**config.mk**
```make
export PLATFORM = sky130hd
export DESIGN_NAME = rx_fifo_arbiter
export DESIGN_NICKNAME = d
export VERILOG_FILES = /design/src/rtl/rx_arb_pkg.sv /design/src/rtl/rr_priority_pick.sv /design/src/rtl/rx_fifo_arbiter.sv
export SDC_FILE = /design/constraint.sdc
export NUM_CORES = 1
export LEC_CHECK = 0
export ABC_CLOCK_PERIOD_IN_PS = 3970
export BUFFER_PORTS_ARGS = -buffer_cell sky130_fd_sc_hd__buf_4
export CAP_MARGIN = 0
export CORE_MARGIN = 4
export CORE_UTILIZATION = 50
export CTS_BUF_LIST = sky130_fd_sc_hd__clkbuf_16
export DETAILED_ROUTE_END_ITERATION = 7
export HOLD_SLACK_MARGIN = 0.06
export PLACE_DENSITY = 0.87
export RECOVER_POWER = 100
export SYNTH_ARGS = -nofsm -noshare
export SYNTH_HDL_FRONTEND = slang
export SYNTH_SLANG_ARGS = --single-unit
```
**constraint.sdc**
```tcl
create_clock -name BUS_CLK -period 3.97 [get_ports BUS_CLK]
set_input_delay 0.397 -clock BUS_CLK [delete_from_list [all_inputs] [get_ports BUS_CLK]]
set_output_delay 0.397 -clock BUS_CLK [all_outputs]
set_load 0.05 [all_outputs]
```
**src/rtl/rx_arb_pkg.sv**
```systemverilog
// Shared constants for the RX FIFO arbiter: FSM encoding,
// hit-frame word index field and the frame-end detector.
package rx_arb_pkg;

  localparam logic ST_IDLE = 1'b0;
  localparam logic ST_XFER = 1'b1;

  localparam int         FRAME_IDX_LSB = 28;
  localparam logic [1:0] FRAME_END_IDX = 2'b10;

  localparam int TO_CNT_W = 8;

  function automatic logic is_frame_end(
    input logic [1:0] idx
  );
    return idx == FRAME_END_IDX;
  endfunction

endpackage

```
**src/rtl/rr_priority_pick.sv**
```systemverilog
// Rotating-priority encoder: first requester after i_ptr wins.
// Ports: i_req, i_ptr in; o_grant (one-hot), o_idx, o_valid out.
module rr_priority_pick #(
  parameter int N_SRC = 4,
  parameter int IW    = 2
) (
  input  logic [N_SRC-1:0] i_req,
  input  logic [IW-1:0]    i_ptr,
  output logic [N_SRC-1:0] o_grant,
  output logic [IW-1:0]    o_idx,
  output logic             o_valid
);

  logic [IW-1:0] w_j;

  // Scan farthest to nearest so the nearest requester
  // after the pointer is the last (winning) assignment.
  always_comb begin
    o_grant = '0;
    o_idx   = '0;
    o_valid = 1'b0;
    w_j     = '0;
    for (int k = N_SRC; k >= 1; k--) begin
      w_j = IW'((int'(i_ptr) + k) % N_SRC);
      if (i_req[w_j]) begin
        o_grant      = '0;
        o_grant[w_j] = 1'b1;
        o_idx        = w_j;
        o_valid      = 1'b1;
      end
    end
  end

endmodule

```
**src/rtl/rx_fifo_arbiter.sv**
```systemverilog
// Round-robin merge of N source FIFOs into one output FIFO with
// frame-aware grant hold, empty-cycle timeout and 1-word out reg.
// Ports: BUS_CLK/BUS_RST; CONF_* config; SRC_FIFO_* per-source
// FWFT side; OUT_FIFO_* downstream; GRANT, TIMEOUT_CNT status.
module rx_fifo_arbiter
  import rx_arb_pkg::*;
#(
  parameter int N_SRC    = 4,
  parameter int TO_WIDTH = 8
) (
  input  logic                  BUS_CLK,
  input  logic                  BUS_RST,
  input  logic [N_SRC-1:0]      CONF_SRC_EN,
  input  logic [N_SRC-1:0]      CONF_HOLD_FRAME,
  input  logic [TO_WIDTH-1:0]   CONF_TIMEOUT,
  input  logic [N_SRC-1:0]      SRC_FIFO_EMPTY,
  output logic [N_SRC-1:0]      SRC_FIFO_READ,
  input  logic [32*N_SRC-1:0]   SRC_FIFO_DATA,
  input  logic                  OUT_FIFO_FULL,
  output logic                  OUT_FIFO_WRITE,
  output logic [31:0]           OUT_FIFO_DATA,
  output logic [N_SRC-1:0]      GRANT,
  output logic [TO_CNT_W-1:0]   TIMEOUT_CNT
);

  localparam int IW = $clog2(N_SRC);

  logic                r_state;
  logic [N_SRC-1:0]    r_grant;
  logic [IW-1:0]       r_gidx;
  logic [IW-1:0]       r_ptr;
  logic                r_out_valid;
  logic [31:0]         r_out_data;
  logic [TO_WIDTH-1:0] r_ecnt;
  logic [TO_CNT_W-1:0] r_to_cnt;

  logic [N_SRC-1:0]    w_req;
  logic [N_SRC-1:0]    w_pick_grant;
  logic [IW-1:0]       w_pick_idx;
  logic                w_pick_valid;
  logic                w_pop_ok;
  logic [N_SRC-1:0]    w_read;
  logic                w_pop;
  logic [31:0]         w_pop_data;
  logic                w_g_en;
  logic                w_g_empty;
  logic                w_g_hold;
  logic                w_end;
  logic [TO_WIDTH-1:0] w_ecnt_nxt;
  logic                w_tmo;
  logic [31:0]         w_src_data [N_SRC];

  for (genvar i = 0; i < N_SRC; i++) begin : g_data
    assign w_src_data[i] = SRC_FIFO_DATA[32*i +: 32];
  end

  assign w_req = CONF_SRC_EN & ~SRC_FIFO_EMPTY;

  rr_priority_pick #(
    .N_SRC (N_SRC),
    .IW    (IW)
  ) u_pick (
    .i_req   (w_req),
    .i_ptr   (r_ptr),
    .o_grant (w_pick_grant),
    .o_idx   (w_pick_idx),
    .o_valid (w_pick_valid)
  );

  assign w_pop_ok  = ~r_out_valid | ~OUT_FIFO_FULL;
  assign w_g_en    = |(r_grant & CONF_SRC_EN);
  assign w_g_empty = |(r_grant & SRC_FIFO_EMPTY);
  assign w_g_hold  = |(r_grant & CONF_HOLD_FRAME);

  assign w_read = (r_state == ST_XFER && w_pop_ok)
                ? (r_grant & ~SRC_FIFO_EMPTY & CONF_SRC_EN)
                : '0;
  assign w_pop      = |w_read;
  assign w_pop_data = w_src_data[r_gidx];
  assign w_end      = is_frame_end(
                        w_pop_data[FRAME_IDX_LSB +: 2]);

  // Release at the edge that closes the N-th empty cycle.
  assign w_ecnt_nxt = r_ecnt + TO_WIDTH'(1);
  assign w_tmo      = (CONF_TIMEOUT != '0) &&
                      (w_ecnt_nxt == CONF_TIMEOUT);

  always_ff @(posedge BUS_CLK or posedge BUS_RST) begin
    if (BUS_RST) begin
      r_state  <= ST_IDLE;
      r_grant  <= '0;
      r_gidx   <= '0;
      r_ptr    <= IW'(N_SRC - 1);
      r_ecnt   <= '0;
      r_to_cnt <= '0;
    end else begin
      unique case (r_state)
        ST_IDLE: begin
          r_ecnt <= '0;
          if (w_pick_valid) begin
            r_state <= ST_XFER;
            r_grant <= w_pick_grant;
            r_gidx  <= w_pick_idx;
            r_ptr   <= w_pick_idx;
          end
        end
        ST_XFER: begin
          if (!w_g_en) begin
            r_state <= ST_IDLE;
            r_grant <= '0;
            r_ecnt  <= '0;
          end else if (w_pop) begin
            r_ecnt <= '0;
            if (!w_g_hold || w_end) begin
              r_state <= ST_IDLE;
              r_grant <= '0;
            end
          end else if (w_g_empty && w_g_hold) begin
            if (w_tmo) begin
              r_state <= ST_IDLE;
              r_grant <= '0;
              r_ecnt  <= '0;
              if (r_to_cnt != '1)
                r_to_cnt <= r_to_cnt + 1'b1;
            end else begin
              r_ecnt <= w_ecnt_nxt;
            end
          end
        end
        default: r_state <= ST_IDLE;
      endcase
    end
  end

  // Data holds while full; valid drops once written.
  always_ff @(posedge BUS_CLK or posedge BUS_RST) begin
    if (BUS_RST) begin
      r_out_valid <= 1'b0;
      r_out_data  <= '0;
    end else if (w_pop) begin
      r_out_valid <= 1'b1;
      r_out_data  <= w_pop_data;
    end else if (!OUT_FIFO_FULL) begin
      r_out_valid <= 1'b0;
    end
  end

  assign SRC_FIFO_READ  = w_read;
  assign OUT_FIFO_WRITE = r_out_valid & ~OUT_FIFO_FULL;
  assign OUT_FIFO_DATA  = r_out_data;
  assign GRANT          = r_grant;
  assign TIMEOUT_CNT    = r_to_cnt;

endmodule

```
# After elaboration in Yosys (flattened, before gate mapping)

Index checks and enable logic that the tools add are counted.

Register bits after elaboration: 58
Bits of input ports: 151
Word-level logic and storage cells: 115

Add/sub/neg operators: 6
Magnitude comparators: 9
Equal/unequal tests: 8
Mux-type cells: 53
Bitwise gates (word level): 14
Reductions and logical operators: 17

Operators with widths:

| operator                                                           | number |
|---|---|
| binary-select mux 32 bit (select 2 bit)                            | 1 |
| two-way mux 32 bit                                                 | 2 |
| two-way mux 4 bit                                                  | 11 |
| two-way mux 8 bit                                                  | 4 |
| bitwise AND 4 bit                                                  | 6 |
| two-way mux 1 bit                                                  | 20 |
| adder 8 x 1 -> 8 bit (second input constant)                       | 2 |
| one-hot mux 8 bit (2 select lines)                                 | 1 |
| OR reduction 4 bit                                                 | 4 |
| less-than comparator 2 x 3 -> 1 bit (second input constant)        | 4 |
| != test 4 x 3 -> 1 bit (second input constant)                     | 3 |
| binary-select mux 1 bit (select 2 bit)                             | 4 |
| demux 1 bit (select 2 bit)                                         | 4 |
| == test 8 bit                                                      | 1 |
| greater-or-equal comparator 2 x 1 -> 1 bit (second input constant) | 4 |
| two-way mux 2 bit                                                  | 4 |
| != test 8 bit (second input constant)                              | 1 |
| one-hot mux 4 bit (2 select lines)                                 | 1 |
| nonzero test 8 bit                                                 | 1 |
| logical AND 1 bit                                                  | 7 |
| AND reduction 6 bit                                                | 1 |
| adder 2 x 1 -> 2 bit (second input constant)                       | 2 |
| adder 2 bit (second input constant)                                | 2 |
| != test 2 x 1 -> 1 bit (second input constant)                     | 2 |
| other kinds (12)                                                   | 15 |

# Logic depth before layout (Yosys ltp)

Depth after elaboration: 11
Depth in mapped cells: 8
Depth with buffers taken out: 7

# By module

Synthesis repeated with hierarchy kept, for this count alone.

Cells, all modules: 369
Area, all modules: 4127.7 sq um

Modules (own cells, without submodules):

| module           | instances | cells each | area each (sq um) |
|---|---|---|---|
| rx_fifo_arbiter  | 1         | 303        | 3608.5 |
| rr_priority_pick | 1         | 66         | 519.2 |

# Worst setup path before layout

No wires, ideal clock.

Kind: register to register
Start point: reg r_ptr[0]
End point: reg r_gidx[0]
Library setup time: 125 ps
Arrival time: 2483 ps
Required time: 3845 ps
Setup slack: 1362 ps
Stages on the path, launching flop included: 9
Buffers on the path: 1
Period minus slack after synthesis: 2608 ps
Cell sequence: dfstp_2 > clkbuf_1 > clkinv_1 > ha_1 > mux4_2 > a21boi_1 > a21boi_0 > a21oi_1 > o21ai_1

Word-level cells in the longest chain between the ends: 8

Ends and longest elaborated chain:

| item                                    | line                   | text |
|---|---|---|
| start, declared                         | rx_fifo_arbiter.sv:31  | `logic [IW-1:0] r_ptr;` |
| start signal, assigned                  | rx_fifo_arbiter.sv:93  | `r_ptr <= IW'(N_SRC - 1);` |
| start signal, assigned                  | rx_fifo_arbiter.sv:104 | `r_ptr <= w_pick_idx;` |
| adder 2 x 1 -> 2 bit                    | rr_priority_pick.sv:24 | `w_j = IW'((int'(i_ptr) + k) % N_SRC);` |
| binary-select mux 1 bit (select 2 bit)  | rr_priority_pick.sv:25 | `if (i_req[w_j]) begin` |
| two-way mux 1 bit (not written as such) | rr_priority_pick.sv:25 |  |
| two-way mux 1 bit (4 in a row)          | rr_priority_pick.sv:25 |  |
| AND reduction 2 bit (no source line)    | --                     |  |
| end signal, assigned                    | rx_fifo_arbiter.sv:103 | `r_gidx <= w_pick_idx;` |
| end, declared                           | rx_fifo_arbiter.sv:30  | `logic [IW-1:0] r_gidx;` |

Several ways; a longest one is shown, not always the timed one. The select of a mux whose other input is x is not followed.
A chain may end at the register's enable or synchronous reset.

# Final worst setup path

Start point: reg r_ptr[0]
End point: reg r_ptr[0]

Word-level cells in the longest chain between the ends: 8

Ends and longest elaborated chain:

| item                                    | line |
|---|---|
| adder 2 x 1 -> 2 bit                    | rr_priority_pick.sv:24 |
| binary-select mux 1 bit (select 2 bit)  | rr_priority_pick.sv:25 |
| two-way mux 1 bit (not written as such) | rr_priority_pick.sv:25 |
| two-way mux 1 bit (4 in a row)          | rr_priority_pick.sv:25 |
| AND reduction 2 bit (no source line)    | -- |

Several ways; a longest one is shown, not always the timed one. The select of a mux whose other input is x is not followed.

==> flow_metrics.py <==
metrics = {
    "logic_synthesis": {
        "yosys-top-cells-area": "sky130_fd_sc_hd__dfrtp_1 35%, sky130_fd_sc_hd__mux4_2 21%, sky130_fd_sc_hd__mux2_2 8.8%, sky130_fd_sc_hd__nand2_1 2.6%, sky130_fd_sc_hd__nor2_1 2.0%",
        "synth.lib_cells_used.distinct": 55,
        "synth-seq-area-share_pct": 36.83,
        "ys.warnings.count": 0,
        "netlist.area_leader.share_pct": 35.50,
        "syn_area_um2": 3948,
        "syn_avg_cell_area_um2": 11.64,
        "synthesized_netlist_cell_count": 339,
        "synthDominantAreaCellType": "sky130_fd_sc_hd__dfrtp_1",
        "synth_nets": 496,
        "synth.ff_latch_count": 58,
    },
    "finish": {
        "sequential_cell_area_um2": 1454,
        "n_antenna_cell": 0,
        "postLayoutCoreUtil_pct": 72.69,
        "area_growth_syn_to_layout_pct": 41.55,
        "multiInputGateArea_um2": 2372,
        "layout.cells.most_common": "sky130_fd_sc_hd__buf_4",
        "final_cell_area_um2": 5588,
        "layoutNonFillerInstCount": 643,
        "fraction_of_layout_cells_with_a_size_suffix_above_1_pct": 44.55,
        "final_cell_mix": "151 x sky130_fd_sc_hd__buf_4, 56 x sky130_fd_sc_hd__dfrtp_1, 50 x sky130_fd_sc_hd__clkbuf_1, 37 x sky130_fd_sc_hd__mux4_2, 31 x sky130_fd_sc_hd__mux2_2",
        "final_net_count": 693,
        "filler_cell_count": 587,
    },
    "die": {
        "std_cell_rows": 32,
        "die_width_um": 96.86,
        "core_area_um2": 7687,
        "fp.dieH_um": 96.86,
        "start_util_pct": 51.35,
        "io-pin-count": 200,
        "fp.dieArea_um2": 9381,
    },
    "drt": {
        "final_antenna_net_count": 0,
        "drt-pass1-iter-count": 4,
        "drc": 0,
        "drt-wirelength-per-cell_um": 19.93,
        "drt_iter0_drc": 230,
        "route.detailed.vias_per_inst": 5.844,
        "wl_um": 12820,
        "detailroute.via_count": 3758,
    },
    "sta": {
        "grt_setup_unrepaired": "false",
        "fmax_mhz": 353.1,
        "worstMarginPinSlew_ns": 1.871,
        "relSlewSlack_pct": -24.74,
        "final.setup.tns_ns": 0,
        "setup_viol": 0,
        "fin_skew_ns": 0.008036,
        "finalCritPeriodShare_pct": 71.34,
        "holdWs_ns": 0.3012,
        "post-route-worst-setup-slack_ns": 1.138,
        "finalWorstPathRequiredPeriod_ns": 2.832,
        "final_count_of_hold_timing_violations": 0,
        "slew_violations": 35,
    },
    "global_route": {
        "global_route.usage.total_pct": 28.14,
        "globalRoute.totalOverflow": 0,
        "grt_pass1_wl_um": 21250,
        "maximum_number_of_pins_on_one_net_before_global_route_repair": 35,
        "grt_antenna_before_repair": 0,
        "vias_in_the_first_global_route": 4221,
    },
    "min_path": {
        "worstHoldPathCells": 3,
        "hp-class": "in2reg",
    },
    "setup_path": {
        "critical_path_required_time_ns": 4.19,
        "worst_case_register_to_register_setup_slack_ns": 1.14,
        "cpPeakStageDelay_ns": 0.72,
        "crit_arrival_ns": 3.05,
        "cp_top_family": "compound AO/OA/AOI/OAI gates",
        "critical_path_start_end_classification": "reg2reg",
        "critPathMaxFanout": 10,
        "worstSetupEndpointType": "flop",
        "ff2ff_path_depth": 7,
        "worstPathBufferInverterCount": 1,
        "cp_num_cells": 7,
        "ordered_cell_list_for_the_critical_path": "clkinv_1 -> ha_1 -> mux4_2 -> a21boi_0 -> a21boi_0 -> o21ai_0 -> o31ai_1",
        "slowest_stage": "sky130_fd_sc_hd__dfstp_1",
        "startpoint_type": "flop",
        "critical-path-top-cell-by-count": "sky130_fd_sc_hd__a21boi_0",
    },
    "clocking": {
        "cts_htree_levels": 3,
        "tritoncts.num_buffers": 9,
        "tritoncts": "built",
        "clock_latency_late_sink_ns": 0.32,
        "postCtsSetupBuffers": 0,
        "cts.sinks": 58,
        "cts_buffer_depth": 2,
        "cts-root-buf": "sky130_fd_sc_hd__clkbuf_16",
        "clk_pin_slew_worst_paths_ns": 0.05,
        "cts_resized": 0,
        "hold_buffers": 0,
    },
    "place": {
        "detailed_place_hpwl_um": 10420,
        "place_worst_setup_slack_ns": 1.294,
        "dp_cells": 627,
        "gp_congestion": 0.9576,
        "io_buffer_count": 199,
        "placedInstanceArea_um2": 5525,
    },
    "run_status": {
        "run_status": "complete, but fails checks",
        "violations": "capacitance limit, slew limit",
    },
    "flow_run": {
        "cap_viol_max_count": 1,
    },
    "power_and_ir_drop": {
        "p_per_area_nw_per_um2": 714.6,
        "power.total_mw": 3.993,
        "p_leak_nw": 2.434,
        "power.ir.vdd_worst_mv": 0.5973,
    },
}
## worst paths after layout
path,from,endpoint
max in group asynchronous,BUS_RST,r_ecnt[4]
min reg2reg,r_out_valid,r_out_valid
max reg2reg,r_ptr[0],r_ptr[0]
max,r_ptr[0],r_ptr[0]
min,OUT_FIFO_FULL,r_out_valid
min in group asynchronous,BUS_RST,OUT_FIFO_DATA[3]
## power by group
part | internal [mW] | total [mW] | switching [mW] | leakage [nW]
sequential | 0.820 | 1.03 | 0.207 | 0.725
clock | 0.413 | 0.675 | 0.262 | 0.130
combinational | 0.866 | 2.29 | 1.43 | 1.58
total | 2.10 | 3.99 | 1.89 | 2.43
## area by class of cell
type / count / share of cell area [%]
Timing Repair Buffer: 203 / 23.87
Tap cell: 102 / 2.284
Clock buffer: 9 / 4.030
Inverter: 10 / 0.6717
Multi-Input combinational cell: 254 / 42.45
Sequential cell: 58 / 26.02
Clock inverter: 7 / 0.6717
## Yosys cell counts (all sizes together)
cell type / instances
a41oi: 1
a211oi: 2
buf: 5
mux4: 37
ha: 6
and2: 1
dfrtp: 56
clkinv: 1
a2bb2oi: 1
nor4: 6
a21boi: 2
nor4b: 1
a22o: 6
or4: 1
nand3b: 4
nand2b: 4
o22ai: 5
dfstp: 2
a21oi: 11
mux2: 33
clkbuf: 12
nand4: 7
o211ai: 1
o31a: 1
a21o: 2
nor2b: 5
nand2: 27
o31ai: 2
and4: 1
nand3: 11
o21ai: 11
o221ai: 1
xnor2: 9
xor2: 7
o22a: 1
and3: 4
o21a: 3
a31oi: 7
inv: 9
or2: 2
a21bo: 1
or3: 4
nor2: 21
a22oi: 4
nor3: 1
## flip-flops by register name (all words and copies together) (netlist names)
register / count
OUT_FIFO_DATA: 32
TIMEOUT_CNT: 8
r_ecnt: 8
GRANT: 4
r_gidx: 2
r_ptr: 2
r_out_valid: 1
r_state: 1
## layer usage
metal	part of all wire, %	track usage (%)	vias up
li1	-	-	1712
met2	53	49.63	191
met3	8.7	9.589	28
met4	2.6	8.639	0
met1	36	32.13	1827
met5	0	0	-
## logic make-up after synthesis
| kind of cell | Yosys count | share of synthesized area, % |
|---|---|---|
| AOI/OAI and AO/OA | 62 | 10.62 |
| xor gates and xnor gates | 16 | 3.550 |
| adders and majority gates | 6 | 1.902 |
| buffers and inverters | 27 | 2.852 |
| DFF | 58 | 36.83 |
| muxes | 70 | 30.62 |
| and+or+nand+nor | 100 | 13.63 |
## worst reg2reg max path, cell delays in order, from the launching register on
cell and delay (ns):
sky130_fd_sc_hd__dfstp_1 0.72, sky130_fd_sc_hd__clkinv_1 0.32, sky130_fd_sc_hd__ha_1 0.42, sky130_fd_sc_hd__mux4_2 0.43, sky130_fd_sc_hd__a21boi_0 0.34, sky130_fd_sc_hd__a21boi_0 0.27
sky130_fd_sc_hd__o21ai_0 0.11, sky130_fd_sc_hd__o31ai_1 0.11
No activity file was read; power rests on OpenSTA's default activity.
